===== src/rtl/ping_scheduler_pkg.sv =====
// rtl/ping_scheduler_pkg.sv - shared types and constants for the ping scheduler
// Purpose: state enumeration, "no sensor" index, default timing values and
//          the modulo-3 index increment used by the selector and the FSM.
// Ports:   none (package).
package ping_scheduler_pkg;

  typedef enum logic [1:0] {
    IDLE      = 2'd0,
    FIRE      = 2'd1,
    WAIT_ECHO = 2'd2,
    GUARD     = 2'd3
  } state_e;

  localparam logic [1:0] NONE_IDX        = 2'd3;
  localparam int         GUARD_CYC_DEF   = 500000;
  localparam int         TIMEOUT_CYC_DEF = 1900000;
  localparam int         TIMER_W         = 21;

  // Sensor indices run 0,1,2 and wrap back to 0.
  function automatic logic [1:0] next_idx(input logic [1:0] idx);
    return (idx == 2'd2) ? 2'd0 : idx + 2'd1;
  endfunction

endpackage


===== src/rtl/ping_scheduler_rr_select.sv =====
// rtl/ping_scheduler_rr_select.sv - 3-way round-robin sensor picker
// Purpose: pick the first enabled sensor at or after ptr, wrapping 0->1->2->0.
// Ports:   ptr_i  - index to start the search from (0..2)
//          mask_i - per-sensor enable
//          sel_o  - chosen index (NONE_IDX when mask_i is empty)
//          any_o  - at least one sensor enabled
module rr_select
  import ping_scheduler_pkg::*;
(
  input  logic [1:0] ptr_i,
  input  logic [2:0] mask_i,
  output logic [1:0] sel_o,
  output logic       any_o
);

  logic [1:0] cand1;
  logic [1:0] cand2;

  // Later assignments override earlier ones, so the candidate nearest to
  // ptr_i wins; the search start rotates, so no index is favoured.
  always_comb begin
    cand1 = next_idx(ptr_i);
    cand2 = next_idx(cand1);
    sel_o = NONE_IDX;
    if (mask_i[cand2]) sel_o = cand2;
    if (mask_i[cand1]) sel_o = cand1;
    if (mask_i[ptr_i]) sel_o = ptr_i;
  end

  assign any_o = |mask_i;

endmodule


===== src/rtl/ping_scheduler.sv =====
// rtl/ping_scheduler.sv - time-multiplexes three ultrasonic ping engines
// Purpose: fires one sensor at a time, waits for its echo or a timeout,
//          latches the distance, then enforces a guard gap before the next.
// Ports:   CLK, reset         - clock, synchronous active-high reset
//          EN_MASK            - per-sensor enable (0 side back, 1 side front, 2 front)
//          PING_DONE, DISTn   - measurement strobes and raw distances from engines
//          PING_START         - one-hot one-cycle trigger to the selected engine
//          DIST_OUTn, VALID   - latched distances and their update strobes
//          TIMEOUT            - sticky "last ping had no echo" per sensor
//          ACTIVE, BUSY       - current sensor index (3 = none), not-idle flag
module ping_scheduler
  import ping_scheduler_pkg::*;
#(
  parameter int GUARD_CYC   = GUARD_CYC_DEF,
  parameter int TIMEOUT_CYC = TIMEOUT_CYC_DEF
) (
  input  logic       CLK,
  input  logic       reset,
  input  logic [2:0] EN_MASK,
  input  logic [2:0] PING_DONE,
  input  logic [7:0] DIST0,
  input  logic [7:0] DIST1,
  input  logic [7:0] DIST2,
  output logic [2:0] PING_START,
  output logic [7:0] DIST_OUT0,
  output logic [7:0] DIST_OUT1,
  output logic [7:0] DIST_OUT2,
  output logic [2:0] VALID,
  output logic [2:0] TIMEOUT,
  output logic [1:0] ACTIVE,
  output logic       BUSY
);

  localparam logic [TIMER_W-1:0] TO_LAST    = TIMER_W'(TIMEOUT_CYC - 1);
  localparam logic [TIMER_W-1:0] GUARD_LAST = TIMER_W'(GUARD_CYC);

  state_e             state_q;
  logic [1:0]         ptr_q;
  logic [1:0]         sel_q;
  logic [TIMER_W-1:0] timer_q;
  logic [TIMER_W-1:0] timer_d;
  logic [2:0]         ping_start_q;
  logic [2:0]         valid_q;
  logic [2:0]         timeout_q;
  logic [7:0]         dist_out0_q;
  logic [7:0]         dist_out1_q;
  logic [7:0]         dist_out2_q;
  logic [1:0]         active_q;
  logic               busy_q;

  logic [1:0] pick;
  logic       any_en;
  logic [2:0] sel_oh;
  logic       done_sel;
  logic [7:0] dist_sel;

  rr_select u_rr_select (
    .ptr_i  (ptr_q),
    .mask_i (EN_MASK),
    .sel_o  (pick),
    .any_o  (any_en)
  );

  // Saturating increment: the timer never wraps back to a small value.
  assign timer_d = (&timer_q) ? timer_q : timer_q + 1'b1;
  assign sel_oh  = 3'b001 << sel_q;

  // Only the selected engine's strobe and distance are looked at.
  always_comb begin
    done_sel = 1'b0;
    dist_sel = 8'h00;
    case (sel_q)
      2'd0:    begin done_sel = PING_DONE[0]; dist_sel = DIST0; end
      2'd1:    begin done_sel = PING_DONE[1]; dist_sel = DIST1; end
      2'd2:    begin done_sel = PING_DONE[2]; dist_sel = DIST2; end
      default: ;
    endcase
  end

  always_ff @(posedge CLK) begin
    if (reset) begin
      state_q      <= IDLE;
      ptr_q        <= 2'd0;
      sel_q        <= 2'd0;
      timer_q      <= '0;
      ping_start_q <= 3'b000;
      valid_q      <= 3'b000;
      timeout_q    <= 3'b000;
      dist_out0_q  <= 8'h00;
      dist_out1_q  <= 8'h00;
      dist_out2_q  <= 8'h00;
      active_q     <= NONE_IDX;
      busy_q       <= 1'b0;
    end else begin
      ping_start_q <= 3'b000;
      valid_q      <= 3'b000;
      case (state_q)
        IDLE: begin
          if (any_en) begin
            sel_q        <= pick;
            ping_start_q <= 3'b001 << pick;
            active_q     <= pick;
            busy_q       <= 1'b1;
            state_q      <= FIRE;
          end
        end
        FIRE: begin
          timer_q <= '0;
          state_q <= WAIT_ECHO;
        end
        WAIT_ECHO: begin
          // An echo arriving on the last timer count still counts as an echo.
          if (done_sel) begin
            case (sel_q)
              2'd0:    dist_out0_q <= dist_sel;
              2'd1:    dist_out1_q <= dist_sel;
              2'd2:    dist_out2_q <= dist_sel;
              default: ;
            endcase
            valid_q   <= sel_oh;
            timeout_q <= timeout_q & ~sel_oh;
            timer_q   <= '0;
            state_q   <= GUARD;
          end else if (timer_q == TO_LAST) begin
            timeout_q <= timeout_q | sel_oh;
            timer_q   <= '0;
            state_q   <= GUARD;
          end else begin
            timer_q <= timer_d;
          end
        end
        GUARD: begin
          if (timer_q == GUARD_LAST) begin
            ptr_q    <= next_idx(sel_q);
            active_q <= NONE_IDX;
            busy_q   <= 1'b0;
            state_q  <= IDLE;
          end else begin
            timer_q <= timer_d;
          end
        end
        default: state_q <= IDLE;
      endcase
    end
  end

  assign PING_START = ping_start_q;
  assign VALID      = valid_q;
  assign TIMEOUT    = timeout_q;
  assign DIST_OUT0  = dist_out0_q;
  assign DIST_OUT1  = dist_out1_q;
  assign DIST_OUT2  = dist_out2_q;
  assign ACTIVE     = active_q;
  assign BUSY       = busy_q;

endmodule


===== config.mk =====
export PLATFORM = sky130hd
export DESIGN_NAME = ping_scheduler
export DESIGN_NICKNAME = d
export VERILOG_FILES = /design/src/rtl/ping_scheduler_pkg.sv /design/src/rtl/ping_scheduler_rr_select.sv /design/src/rtl/ping_scheduler.sv
export SDC_FILE = /design/constraint.sdc
export NUM_CORES = 1
export LEC_CHECK = 0
export CAP_MARGIN = 10
export CORE_AREA = 2 2 86 88
export DETAILED_ROUTE_END_ITERATION = 8
export DIE_AREA = 0 0 88 90
export GPL_TIMING_DRIVEN = 0
export PLACE_DENSITY = 0.75
export SYNTH_ARGS = -nofsm -noshare
export SYNTH_HDL_FRONTEND = slang
export SYNTH_SLANG_ARGS = --single-unit
export TNS_END_PERCENT = 50

===== constraint.sdc =====
create_clock -name CLK -period 2.1 [get_ports CLK]
set_clock_uncertainty 0.1 [all_clocks]
set_input_delay 0.42 -clock CLK [delete_from_list [all_inputs] [get_ports CLK]]
set_output_delay 0.42 -clock CLK [all_outputs]
set_load 0.02 [all_outputs]

Yosys cells after proc, flatten, opt, wreduce, memory -nomap -nowiden

Cells that the tools add are included.

$lt $le $gt $ge: 3
Add/sub/neg operators: 4
Shifts and indexed selects: 2
Muxes and demuxes: 32
Equal/unequal tests: 13
Bitwise operators: 7
Reduce and logical (&&, ||, !) cells: 18

Operators with widths:

| operator                                                                      | number |
|---|---|
| 21-bit 2-to-1 mux                                                             | 4 |
| 21-bit one-hot mux with 3 select lines                                        | 1 |
| 2-bit 2-to-1 mux                                                              | 12 |
| 21-bit by 1-bit adder with 21-bit output (second input constant)              | 1 |
| 21-bit by 19-bit equality test with 1-bit output (second input constant)      | 1 |
| 21-bit equality test (second input constant)                                  | 1 |
| 21-bit AND reduction                                                          | 1 |
| 8-bit one-hot mux with 2 select lines                                         | 1 |
| 3-bit AND reduction                                                           | 5 |
| 2-bit equality test (second input constant)                                   | 5 |
| 2-bit by 3-bit less-than comparator with 1-bit output (second input constant) | 3 |
| 3-bit OR reduction                                                            | 3 |
| 2-bit one-hot mux with 4 select lines                                         | 1 |
| 2-bit AND reduction                                                           | 4 |
| 2-bit by 1-bit adder with 2-bit output (second input constant)                | 3 |
| 1-bit binary-select mux with 2-bit select                                     | 3 |
| 3-bit 2-to-1 mux                                                              | 2 |
| 2-bit != test (second input constant)                                         | 3 |
| 1-bit by 2-bit left shift with 3-bit output (first input constant)            | 2 |
| 1-bit 2-to-1 mux                                                              | 5 |
| 2-bit by 1-bit equality test with 1-bit output (second input constant)        | 2 |
| 2-bit zero test                                                               | 2 |
| 1-bit inverter                                                                | 4 |
| 2-bit one-hot mux with 2 select lines                                         | 1 |
| 8 further kinds                                                               | 9 |

Output and inout bits: 36
Logic and storage cells: 91
Register bits after elaboration: 63
Input port bits: 32

Logic depth before layout (Yosys ltp)

Gate-level depths: netlist of run 1.

Depth after elaboration: 11
Gate-level depth with buffers: 9
Mapped depth without buffers: 7

Cells and area by module

Synthesis of run 1 repeated with hierarchy kept, for this count alone.

Cells, all modules: 357
Area, all modules: 3098.0 sq um

By module, submodules not included:

| module         | sequential area each (sq um) | area an instance (sq um) | cells an instance | instances |
|---|---|---|---|---|
| ping_scheduler | 1261.2                       | 3039.2                   | 349               | 1 |
| rr_select      | 0.0                          | 58.8                     | 8                 | 1 |

Worst setup path after synthesis of run 1

No wires, ideal clock.

Kind: register to register
Start: reg sel_q[0]
End: reg dist_out0_q[2], in the netlist DIST_OUT0[2]
Arrival: 1840 ps
Library setup time: 132 ps
Period minus slack after synthesis: 2072 ps
Required time: 1868 ps
Setup slack: 28 ps
Buffers on the path: 1
Stages on the path, launching flop included: 9
Path through: dfxtp_1 -> inv_1 -> ha_1 -> a222oi_1 -> nor3b_1 -> nand2_1 -> clkbuf_1 -> or2_0 -> a21oi_1

Cells in the longest elaborated chain, start to end: 3
Elaborated cells on any way between the ends: 6
Those cells by class: eq/ne: 2; mux: 2; reduce/logical: 2

RTL lines:

| item                                              | line                  | text |
|---|---|---|
| from (decl)                                       | ping_scheduler.sv:39  | `logic [1:0] sel_q;` |
| from (signal assigned)                            | ping_scheduler.sv:100 | `sel_q <= pick;` |
| 2-bit equality test, or another cell as far along | ping_scheduler.sv:72  | `case (sel_q)` |
| 1-bit one-hot mux with 3 select lines             | ping_scheduler.sv:72  |  |
| 3-bit AND reduction (no line)                     | n/a                   |  |
| to (signal assigned)                              | ping_scheduler.sv:115 | `2'd0: dist_out0_q <= dist_sel;` |
| to (decl)                                         | ping_scheduler.sv:45  | `logic [7:0] dist_out0_q;` |

Parallel ways exist; a longest one is shown, timed or not.
A chain may end at the register's enable or synchronous reset.

Worst setup path after layout of run 1

Start: reg sel_q[0]
End: reg dist_out0_q[7], in the netlist DIST_OUT0[7]

The elaborated chain is that of the path after synthesis.

==> flow_metrics.env, run 1 <==
export IMPL_status="finished, final reports clean"
export IMPL_wl_met3_um=765
export IMPL_gp_congestion=0.915
export IMPL_cts_buffers=9
export IMPL_syn_nets=409
export IMPL_grt_start_max_net_pins=12
export IMPL_wl_um=9230
export IMPL_cts_sinks=63
export IMPL_ios=68
export IMPL_yosysUniqueCellTypes=58
export IMPL_synth_ff_type="dfxtp_1"
export IMPL_worst_pin_slew_ns=0.595
export IMPL_clk_latency_ns=0.35
export IMPL_period_share_pct=98.1
export IMPL_place_area_um2=3920
export IMPL_startpoint_type="register"
export IMPL_synthCells=365
export IMPL_synth_area_top_cells="dfxtp_1 (40%), nand2_1 (6.1%), ha_1 (4.8%), o21ai_0 (4.5%), a21oi_1 (3.8%)"
export IMPL_synthTopCellsByCount="dfxtp_1 (63), nand2_1 (51), o21ai_0 (28)"
export IMPL_critPathKind="reg2reg"
export IMPL_synth_top_area_cell="dfxtp_1"
export IMPL_p_comb_share_pct=40.3
export IMPL_endpoint_kind="register"
export IMPL_p_clk_share_pct=26.9
export IMPL_root_buffer="clkbuf_8"
export IMPL_area_growth_syn_to_layout_pct=44.0
export IMPL_std_cell_rows=31
export IMPL_postRouteAntennaNets=0
export IMPL_synth_seq_cells=63
export IMPL_yosysMostFrequentCell="dfxtp_1"
export IMPL_num_fill_cells=576
export IMPL_ys_warnings_count=0
export IMPL_num_vias=3157
export IMPL_grt_pass1_wl_um=14000
export IMPL_final_area_um2=4520
export IMPL_cts_tree="built"
export IMPL_top_layer_used="met4"
export IMPL_vias_per_cell=5.60
export IMPL_fin_tns_setup_ns=0
export IMPL_min_path_cells=2
export IMPL_hpwlAfterDp_um=6240
export IMPL_clk_pin_slew_ns=0.07
export IMPL_internal_power_w=0.00271
export IMPL_core_um2=7020
export IMPL_fin_nets=504
export IMPL_p_leak_nw=1.60
export IMPL_start_util_pct=44.7
export IMPL_p_sw_w=0.00159
export IMPL_grt_pass1_vias=2881
export IMPL_hold_viol=0
export IMPL_avgSynthCellArea_um2=8.59
export IMPL_ff2ff_path_depth=9
export IMPL_period_minus_slack_ns=2.06
export IMPL_drive_above_1_share_pct=24.5
export IMPL_synth_seq_area_share_pct=40.2
export IMPL_grt_overflow=0
export IMPL_drtIter0Drc=169
export IMPL_ir_drop_mv=0.863
export IMPL_wl_met1_um=3590
export IMPL_synth_top_cell_area_share_pct=40.2
export IMPL_whs_ns=0.356
export IMPL_netlist_area_um2=3140
export IMPL_hold_class="reg2reg"
export IMPL_drc=0
export IMPL_fin_util_pct=64.3
export IMPL_antenna_found_initial=0
export IMPL_p_total_w=0.00430
export IMPL_port_buffer_count=66
export IMPL_cts_max_level=3
export IMPL_die_y_um=90
export IMPL_drtPass1Iterations=6
export IMPL_critical_path_max_fanout=5
export IMPL_slew_headroom_pct=60.4
export IMPL_async_flop_share_pct=0
export IMPL_swShare_pct=37.0
export IMPL_clock_path_buffers=2
export IMPL_ctsHoldBuffers=0
export IMPL_p_per_area_nw_per_um2=951
export IMPL_clock_fmax_mhz=485
export IMPL_setup_viol=0
export IMPL_seqPwrFrac_pct=32.8
export IMPL_die_w_um=88
export IMPL_routedWlPerCell_um=16.4
export IMPL_arrival_ns=2.24
export IMPL_n_antenna_cell=0
export IMPL_die_area_um2=7920
export IMPL_synth_edf_count=0
export IMPL_drv_cap=0
export IMPL_drv_slew=0
export IMPL_cp_required_ns=2.28
export IMPL_track_usage_pct=22.4
export IMPL_wl_met2_um=4630
critical path, stage by stage, from the launching register on:
cell and delay [ns]:
dfxtp_4 0.38, inv_6 0.08, ha_4 0.16, a222oi_1 0.10, buf_4 0.16, nor3b_4 0.31, nand2_2 0.11, buf_4 0.16
or2_2 0.30, a21oi_2 0.13
final timing paths:
kind,end,slack [ns],startpoint
worst max-delay path,DIST_OUT0[7],0.04,sel_q[0]
worst min-delay path,DIST_OUT2[6],0.36,DIST_OUT2[6]
worst max register to register,DIST_OUT0[7],0.04,sel_q[0]
worst min register to register,DIST_OUT2[6],0.36,DIST_OUT2[6]
cell families after synthesis:
logic type | share of synthesized area (%)
compound gates | 22.0
xor+xnor | 1.40
fa+ha+maj | 4.79
buf+inv | 5.67
flops | 40.2
mux | 0.319
simple gates | 25.6
timing repair:
action / CTS / global route
setup endpoints to repair: 53 / 48
pin swaps: 5 / 11
endpoints found under the hold margin: 0 / 0
cloned: 0 / 1
resized for setup: 23 / 46
setup buffers: 7 / 11
stage by stage:
stage	setup WS [ns]	std cells
2_1_floorplan	0.0276	365
3_3_place_gp	-0.429	530
3_5_place_dp	-0.437	530
4_1_cts	-0.0162	553
5_1_grt	-0.0299	564
6_report	0.0391	564
flip-flops by register name (all words and copies together) (netlist names), named ones only:
| signal | flops |
|---|---|
| ACTIVE | 2 |
| BUSY | 1 |
| DIST_OUT0 | 8 |
| DIST_OUT1 | 8 |
| DIST_OUT2 | 8 |
| PING_START | 3 |
| VALID | 3 |
| ptr_q | 2 |
| sel_q | 2 |
| state_q | 2 |
| timer_q | 21 |
placed cells by master, fill, tap and decap left out, types with 3 or more instances in the layout:
cell,n
clkbuf_8,9
dfxtp_1,50
o21ai_0,27
clkdlybuf4s50_1,66
nand2_1,49
nor2_1,20
clkbuf_1,4
ha_1,7
a31oi_1,6
buf_6,6
xnor2_1,5
nor4_4,3
inv_1,17
nor3_1,3
or4_4,3
a21oi_1,18
nand3_1,8
a22oi_1,8
ha_4,3
a21oi_2,12
or4_1,11
o21ai_1,4
or2_2,9
nor2b_1,3
o31ai_1,8
dfxtp_2,11
nand4_1,6
or3_1,4
buf_4,18
cell type report:
cell class / instances / area, um^2 / share of cell area (%)
tap: 99 / 124 / 2.74
clock buffer: 10 / 128 / 2.83
sequential: 63 / 1280 / 28.4
buffer: 14 / 125 / 2.77
clock inverter: 6 / 85.1 / 1.88
inverter: 19 / 78.8 / 1.75
multi-input combinational: 269 / 1890 / 41.9
timing repair buffer: 84 / 800 / 17.7
power by group through the flow:
stage / clock network (W) / registers, W / logic, W
floorplan: 0 / 0.00146 / 0.000876
global placement: 0 / 0.00140 / 0.00142
detailed placement: 0 / 0.00140 / 0.00143
CTS: 0.00116 / 0.00138 / 0.00154
global route: 0.00122 / 0.00142 / 0.00187
finish: 0.00116 / 0.00141 / 0.00173
routing by layer:
layer | up-vias | GRT usage, %
met2 | 159 | 39.2
met3 | 37 | 4.87
met1 | 1446 | 26.2
met5 | - | 0
li1 | 1515 | -
met4 | 0 | 7.95
Note: power is estimated with default switching activity, not from simulation.
==> inputs of run 2 (changes only) <==
REMOVE_ABC_BUFFERS = 1   (was unset)
==> run 2 against run 1 <==
  * Sequential share of layout area rose by 0.47 points
  * Largest cell class unchanged
  * Cell count is 2.1% lower
  * Non-clock buffer count fell by 16
  * Sequential cell count unchanged
  * Routed wire length decreased by 5.0%
  * Setup slack barely moved
  * Clock power down 3%
  * Combinational power is essentially flat
==> flow_metrics.env, run 2 (synthesis gave the netlist of run 1 again) <==
export IMPL_status="finished, final reports clean"
export IMPL_endpoint="timer_q[7]"
export IMPL_p_leak_nw=1.54
export IMPL_num_vias=3073
export IMPL_clock_fmax_mhz=485
export IMPL_final_cell_mix="clkdlybuf4s50_1 (66), dfxtp_1 (55), nand2_1 (50)"
export IMPL_worst_pin_slew_ns=0.883
export IMPL_hpwlAfterDp_um=5700
export IMPL_slowest_delay_ns=0.57
export IMPL_drv_cap=0
export IMPL_start_util_pct=44.7
export IMPL_clk_latency_ns=0.34
export IMPL_die_area_um2=7920
export IMPL_worst_path_stages=6
export IMPL_path_cells="or4b_1 > nor4_2 > a31oi_2 > o21ai_4 > clkbuf_16 > a21oi_1"
export IMPL_cp_required_ns=2.23
export IMPL_drive_above_1_share_pct=21.4
export IMPL_die_y_um=90
export IMPL_slew_headroom_pct=41.1
export IMPL_routedWlPerCell_um=15.9
export IMPL_clk_pin_slew_ns=0.08
export IMPL_n_antenna_cell=0
export IMPL_grt_setup_unrepaired="yes"
export IMPL_worst_path_buf_inv=1
export IMPL_startpoint="timer_q[9]"
export IMPL_drv_slew=0
export IMPL_fin_util_pct=63.0
export IMPL_core_um2=7020
export IMPL_cts_tree="built"
export IMPL_root_buffer="clkbuf_8"
export IMPL_critical_path_max_fanout=7
export IMPL_fin_tns_setup_ns=0
export IMPL_ctsHoldBuffers=0
export IMPL_drc=0
export IMPL_r2r_start="timer_q[9]"
export IMPL_grt_start_max_net_pins=28
export IMPL_ir_drop_mv=0.619
export IMPL_hold_viol=0
export IMPL_timing_rr_end="timer_q[7]"
export IMPL_startpoint_type="register"
export IMPL_drtIter0Drc=166
export IMPL_antenna_found_initial=0
export IMPL_die_w_um=88
export IMPL_mostFrequentLayoutCell="clkdlybuf4s50_1"
export IMPL_ff2ff_path_depth=6
export IMPL_cts_buffers=9
export IMPL_period_share_pct=98.1
export IMPL_std_cell_rows=31
export IMPL_fin_nets=492
export IMPL_period_minus_slack_ns=2.06
export IMPL_placedCellCount=517
export IMPL_wl_um=8770
export IMPL_reg2reg_slack_ns=0.04
export IMPL_drtPass1Iterations=5
export IMPL_port_buffer_count=67
export IMPL_track_usage_pct=21.1
export IMPL_critPathKind="reg2reg"
export IMPL_postRouteAntennaNets=0
export IMPL_finalNonFillerCells=552
export IMPL_ios=68
export IMPL_regMostFlops="timer_q"
export IMPL_num_fill_cells=582
export IMPL_cts_max_level=3
export IMPL_clock_path_buffers=2
export IMPL_cts_sinks=63
export IMPL_vias_per_cell=5.57
export IMPL_area_growth_syn_to_layout_pct=41.0
export IMPL_grt_overflow=0
export IMPL_gp_congestion=0.906
export IMPL_cpLargestDelayFamily="simple AND/OR/NAND/NOR gates"
export IMPL_grt_pass1_wl_um=13400
export IMPL_endpoint_kind="register"
export IMPL_cpMaxStageDelayCell="or4b_1"
export IMPL_hold_class="reg2reg"
export IMPL_p_per_area_nw_per_um2=964
export IMPL_arrival_ns=2.19
export IMPL_grt_pass1_vias=2885
export IMPL_largest_reg_flops=21
export IMPL_setup_viol=0
run 2: worst min-delay path by stage:
stage               cells after the start  slack [ns]            to         start
floorplan                               2        0.37    state_q[1]    state_q[1]
finish                                  2        0.35  DIST_OUT1[0]  DIST_OUT1[0]
detailed placement                      2        0.34  DIST_OUT2[4]  DIST_OUT2[4]
global placement                        2        0.33  DIST_OUT2[3]  DIST_OUT2[3]
CTS                                     2        0.36  DIST_OUT2[4]  DIST_OUT2[4]
global route                            2        0.37  DIST_OUT2[4]  DIST_OUT2[4]
run 2: layout make-up:
type | count | area, um^2 | share of cell area, %
inverters | 19 | 73.8 | 1.67
multi-input cells | 273 | 1930 | 43.6
flip-flops and latches | 63 | 1280 | 28.9
repair buffers | 82 | 808 | 18.3
clock inverters | 3 | 40.0 | 0.906
clock buffers | 13 | 169 | 3.82
well taps | 99 | 124 | 2.80
run 2: routing by layer:
metal,up-vias,track usage [%],part of all wire (%)
li1,1499,-,-
met1,1442,27.5,43
met2,117,34.0,48
met3,15,5.69,7.6
met4,0,6.15,1.6
met5,-,0,0
run 2: metrics by stage:
stage	cell area, um^2	power (W)	hold slack, ns	worst slack [ns]
after floorplan	3030	0.00225	0.368	-0.395
after global placement	3820	0.00268	0.334	-1.25
after detailed placement	3840	0.00275	0.343	-0.757
after CTS	4230	0.00405	0.359	-0.0180
after global routing	4420	0.00449	0.374	-0.0274
final	4420	0.00426	0.353	0.0393
run 2: worst register-to-register path, cell delays in order (launching register included):
cell       delay (ns)
dfxtp_1          0.37
or4b_1           0.57
nor4_2           0.27
a31oi_2          0.15
o21ai_4          0.24
clkbuf_16        0.20
a21oi_1          0.04
run 2: repair_timing:
action | CTS | global route
pin swaps | 8 | 8
resized for setup | 25 | 28
buffers inserted | 9 | 4
gates cloned | 0 | 6
setup endpoints to repair | 54 | 53
run 2: power breakdown:
group          total [W]  switching [W]  internal [W]
combinational    0.00174        0.00101      0.000729
sequential       0.00140      0.0000861       0.00131
clock            0.00112       0.000479      0.000642
total            0.00426        0.00158       0.00268
==> inputs of run 3 (changes only) <==
--- a/config.mk
+++ b/config.mk
@@ -6,5 +6,5 @@
 export NUM_CORES = 1
 export LEC_CHECK = 0
-export CAP_MARGIN = 10
+export CAP_MARGIN = 20
 export CORE_AREA = 2 2 86 88
 export DETAILED_ROUTE_END_ITERATION = 8
@@ -13,4 +13,5 @@
 export PLACE_DENSITY = 0.75
 export REMOVE_ABC_BUFFERS = 1
+export SKIP_LAST_GASP = 1
 export SYNTH_ARGS = -nofsm -noshare
 export SYNTH_HDL_FRONTEND = slang
==> constraint.sdc (replaced) <==
create_clock -name CLK -period 2.1 [get_ports CLK]
set_clock_uncertainty 0.1 [all_clocks]
set_input_delay 0.42 -clock CLK [delete_from_list [all_inputs] [get_ports CLK]]
set_output_delay 0.42 -clock CLK [all_outputs]
set_load 0.005 [all_outputs]
==> run 3 against run 2 <==
  * Maximum frequency rose by 1.3%
  * Worst hold slack barely moved
  * Cell area fell by 0.25%
  * Die area did not move
  * Power fell by 1.8%
  * Cell count fell by 0.18%
  * Combinational power fell by 4%
  * Sequential cell count did not move
  * Critical endpoint unchanged
  * Count of clock-buffer cells in the layout did not move
  * Critical path depth did not move
==> flow_metrics.env, run 3 (synthesis gave the netlist of run 1 again) <==
export IMPL_wl_um=8760
export IMPL_clock_path_buffers=2
export IMPL_postRouteAntennaNets=0
export IMPL_num_vias=3079
export IMPL_antenna_found_initial=0
export IMPL_startpoint_type="register"
export IMPL_period_share_pct=96.9
export IMPL_p_sw_w=0.00151
export IMPL_gp_congestion=0.906
export IMPL_slew_headroom_pct=40.8
export IMPL_cts_buffers=9
export IMPL_regMostFlops="timer_q"
export IMPL_cts_max_level=3
export IMPL_routedWlPerCell_um=15.9
export IMPL_area_growth_syn_to_layout_pct=40.6
export IMPL_drive_above_1_share_pct=21.0
export IMPL_min_path_cells=2
export IMPL_grt_overflow=0
export IMPL_setup_viol=0
export IMPL_largest_reg_flops=21
export IMPL_cp_required_ns=2.23
export IMPL_critical_path_max_fanout=7
export IMPL_min_to="DIST_OUT1[0]"
export IMPL_pre_cts_slack_ns=-0.757
export IMPL_worst_pin_slew_ns=0.887
export IMPL_p_leak_nw=1.53
export IMPL_drv_cap=0
export IMPL_layout_setup_ws_ns=0.0652
export IMPL_status="finished, final reports clean"
export IMPL_ios=68
export IMPL_vias_per_cell=5.59
export IMPL_endpoint_kind="register"
export IMPL_die_y_um=90
export IMPL_p_clk_share_pct=26.8
export IMPL_drc=0
export IMPL_p_comb_share_pct=39.8
export IMPL_root_buffer="clkbuf_8"
export IMPL_num_fill_cells=589
export IMPL_swShare_pct=36.0
export IMPL_die_w_um=88
export IMPL_drtPass1Iterations=4
export IMPL_cts_tree="built"
export IMPL_die_area_um2=7920
export IMPL_mostFrequentLayoutCell="clkdlybuf4s50_1"
export IMPL_track_usage_pct=21.1
export IMPL_arrival_ns=2.16
export IMPL_grt_pass1_vias=2882
export IMPL_std_cell_rows=31
export IMPL_place_area_um2=3840
export IMPL_critPathKind="reg2reg"
export IMPL_fin_util_pct=62.8
export IMPL_p_total_w=0.00418
export IMPL_cts_sinks=63
export IMPL_core_um2=7020
export IMPL_hpwlAfterDp_um=5700
export IMPL_start_util_pct=44.7
export IMPL_hold_class="reg2reg"
export IMPL_ir_drop_mv=0.618
export IMPL_hold_viol=0
export IMPL_period_minus_slack_ns=2.03
export IMPL_timing_rr_end="timer_q[7]"
export IMPL_clock_fmax_mhz=491
export IMPL_final_area_um2=4410
export IMPL_final_cell_mix="clkdlybuf4s50_1 (66), dfxtp_1 (55), nand2_1 (50)"
export IMPL_holdCritStartpoint="DIST_OUT1[0]"
export IMPL_reg2reg_slack_ns=0.07
export IMPL_seqPwrFrac_pct=33.4
export IMPL_drv_slew=0
export IMPL_drtIter0Drc=186
export IMPL_p_per_area_nw_per_um2=949
export IMPL_internal_power_w=0.00268
export IMPL_fin_nets=491
export IMPL_whs_ns=0.353
export IMPL_n_antenna_cell=0
export IMPL_ff2ff_path_depth=6
export IMPL_r2r_start="timer_q[9]"
export IMPL_grt_pass1_wl_um=13500
export IMPL_clk_pin_slew_ns=0.07
export IMPL_port_buffer_count=67
export IMPL_grt_setup_unrepaired="yes"
export IMPL_clk_latency_ns=0.34
export IMPL_grt_start_max_net_pins=28
## run 3: changes by cell type in the layout (fill, tap and decap cells not counted), sizes merged
cell / change
buf: -1
## run 3: what timing repair did
item | CTS | global route
hold buffers | 0 | 0
endpoints found under the setup margin | 54 | 53
gates cloned | 0 | 6
buffers inserted | 9 | 3
pin swaps | 7 | 8
gates resized for setup | 22 | 30
## run 3: worst max path at each step
stage | slack (ns) | end | from
3_3_place_gp | -1.25 | timer_q[12] | sel_q[1]
6_report | 0.07 | timer_q[7] | timer_q[9]
4_1_cts | -0.02 | ACTIVE[1] | timer_q[0]
3_5_place_dp | -0.76 | DIST_OUT0[3] | sel_q[1]
2_1_floorplan | -0.39 | timer_q[10] | sel_q[1]
5_1_grt | -0.02 | timer_q[15] | timer_q[7]
## run 3: power by group through the flow
stage               logic [W]  clock network (W)  registers [W]
floorplan            0.000789                  0        0.00140
global placement      0.00122                  0        0.00140
detailed placement    0.00128                  0        0.00141
CTS                   0.00145            0.00113        0.00140
global route          0.00183            0.00118        0.00141
finish                0.00167            0.00112        0.00140
## run 3: routing by layer
metal	share of wire [%]	vias up	global-route usage (%)
met5	0	-	0
met4	2.1	0	6.15
met3	7.0	16	5.69
met2	48	114	33.9
met1	43	1456	27.6
li1	-	1493	-
## run 3: worst max-delay path, cell delays in order (launching register included)
cell and delay (ns):
dfxtp_1 0.37, or4b_1 0.57, nor4_2 0.26, a31oi_2 0.15
o21ai_4 0.23, clkbuf_16 0.20, a21oi_1 0.04
## run 3: cell type report
class,count,area (um^2),share of cell area [%]
Clock buffer,13,169,3.83
Clock inverter,3,40.0,0.908
Inverter,19,73.8,1.67
Multi-Input combinational cell,273,1930,43.7
Sequential cell,63,1280,28.9
Tap cell,99,124,2.81
Timing Repair Buffer,81,801,18.2
## run 3: through the flow
stage | instances | TNS (ns)
after floorplan | 350 | -8.53
after global placement | 516 | -37.06
after detailed placement | 517 | -22.97
after CTS | 542 | -0.130
after global routing | 551 | -0.162
final | 551 | 0
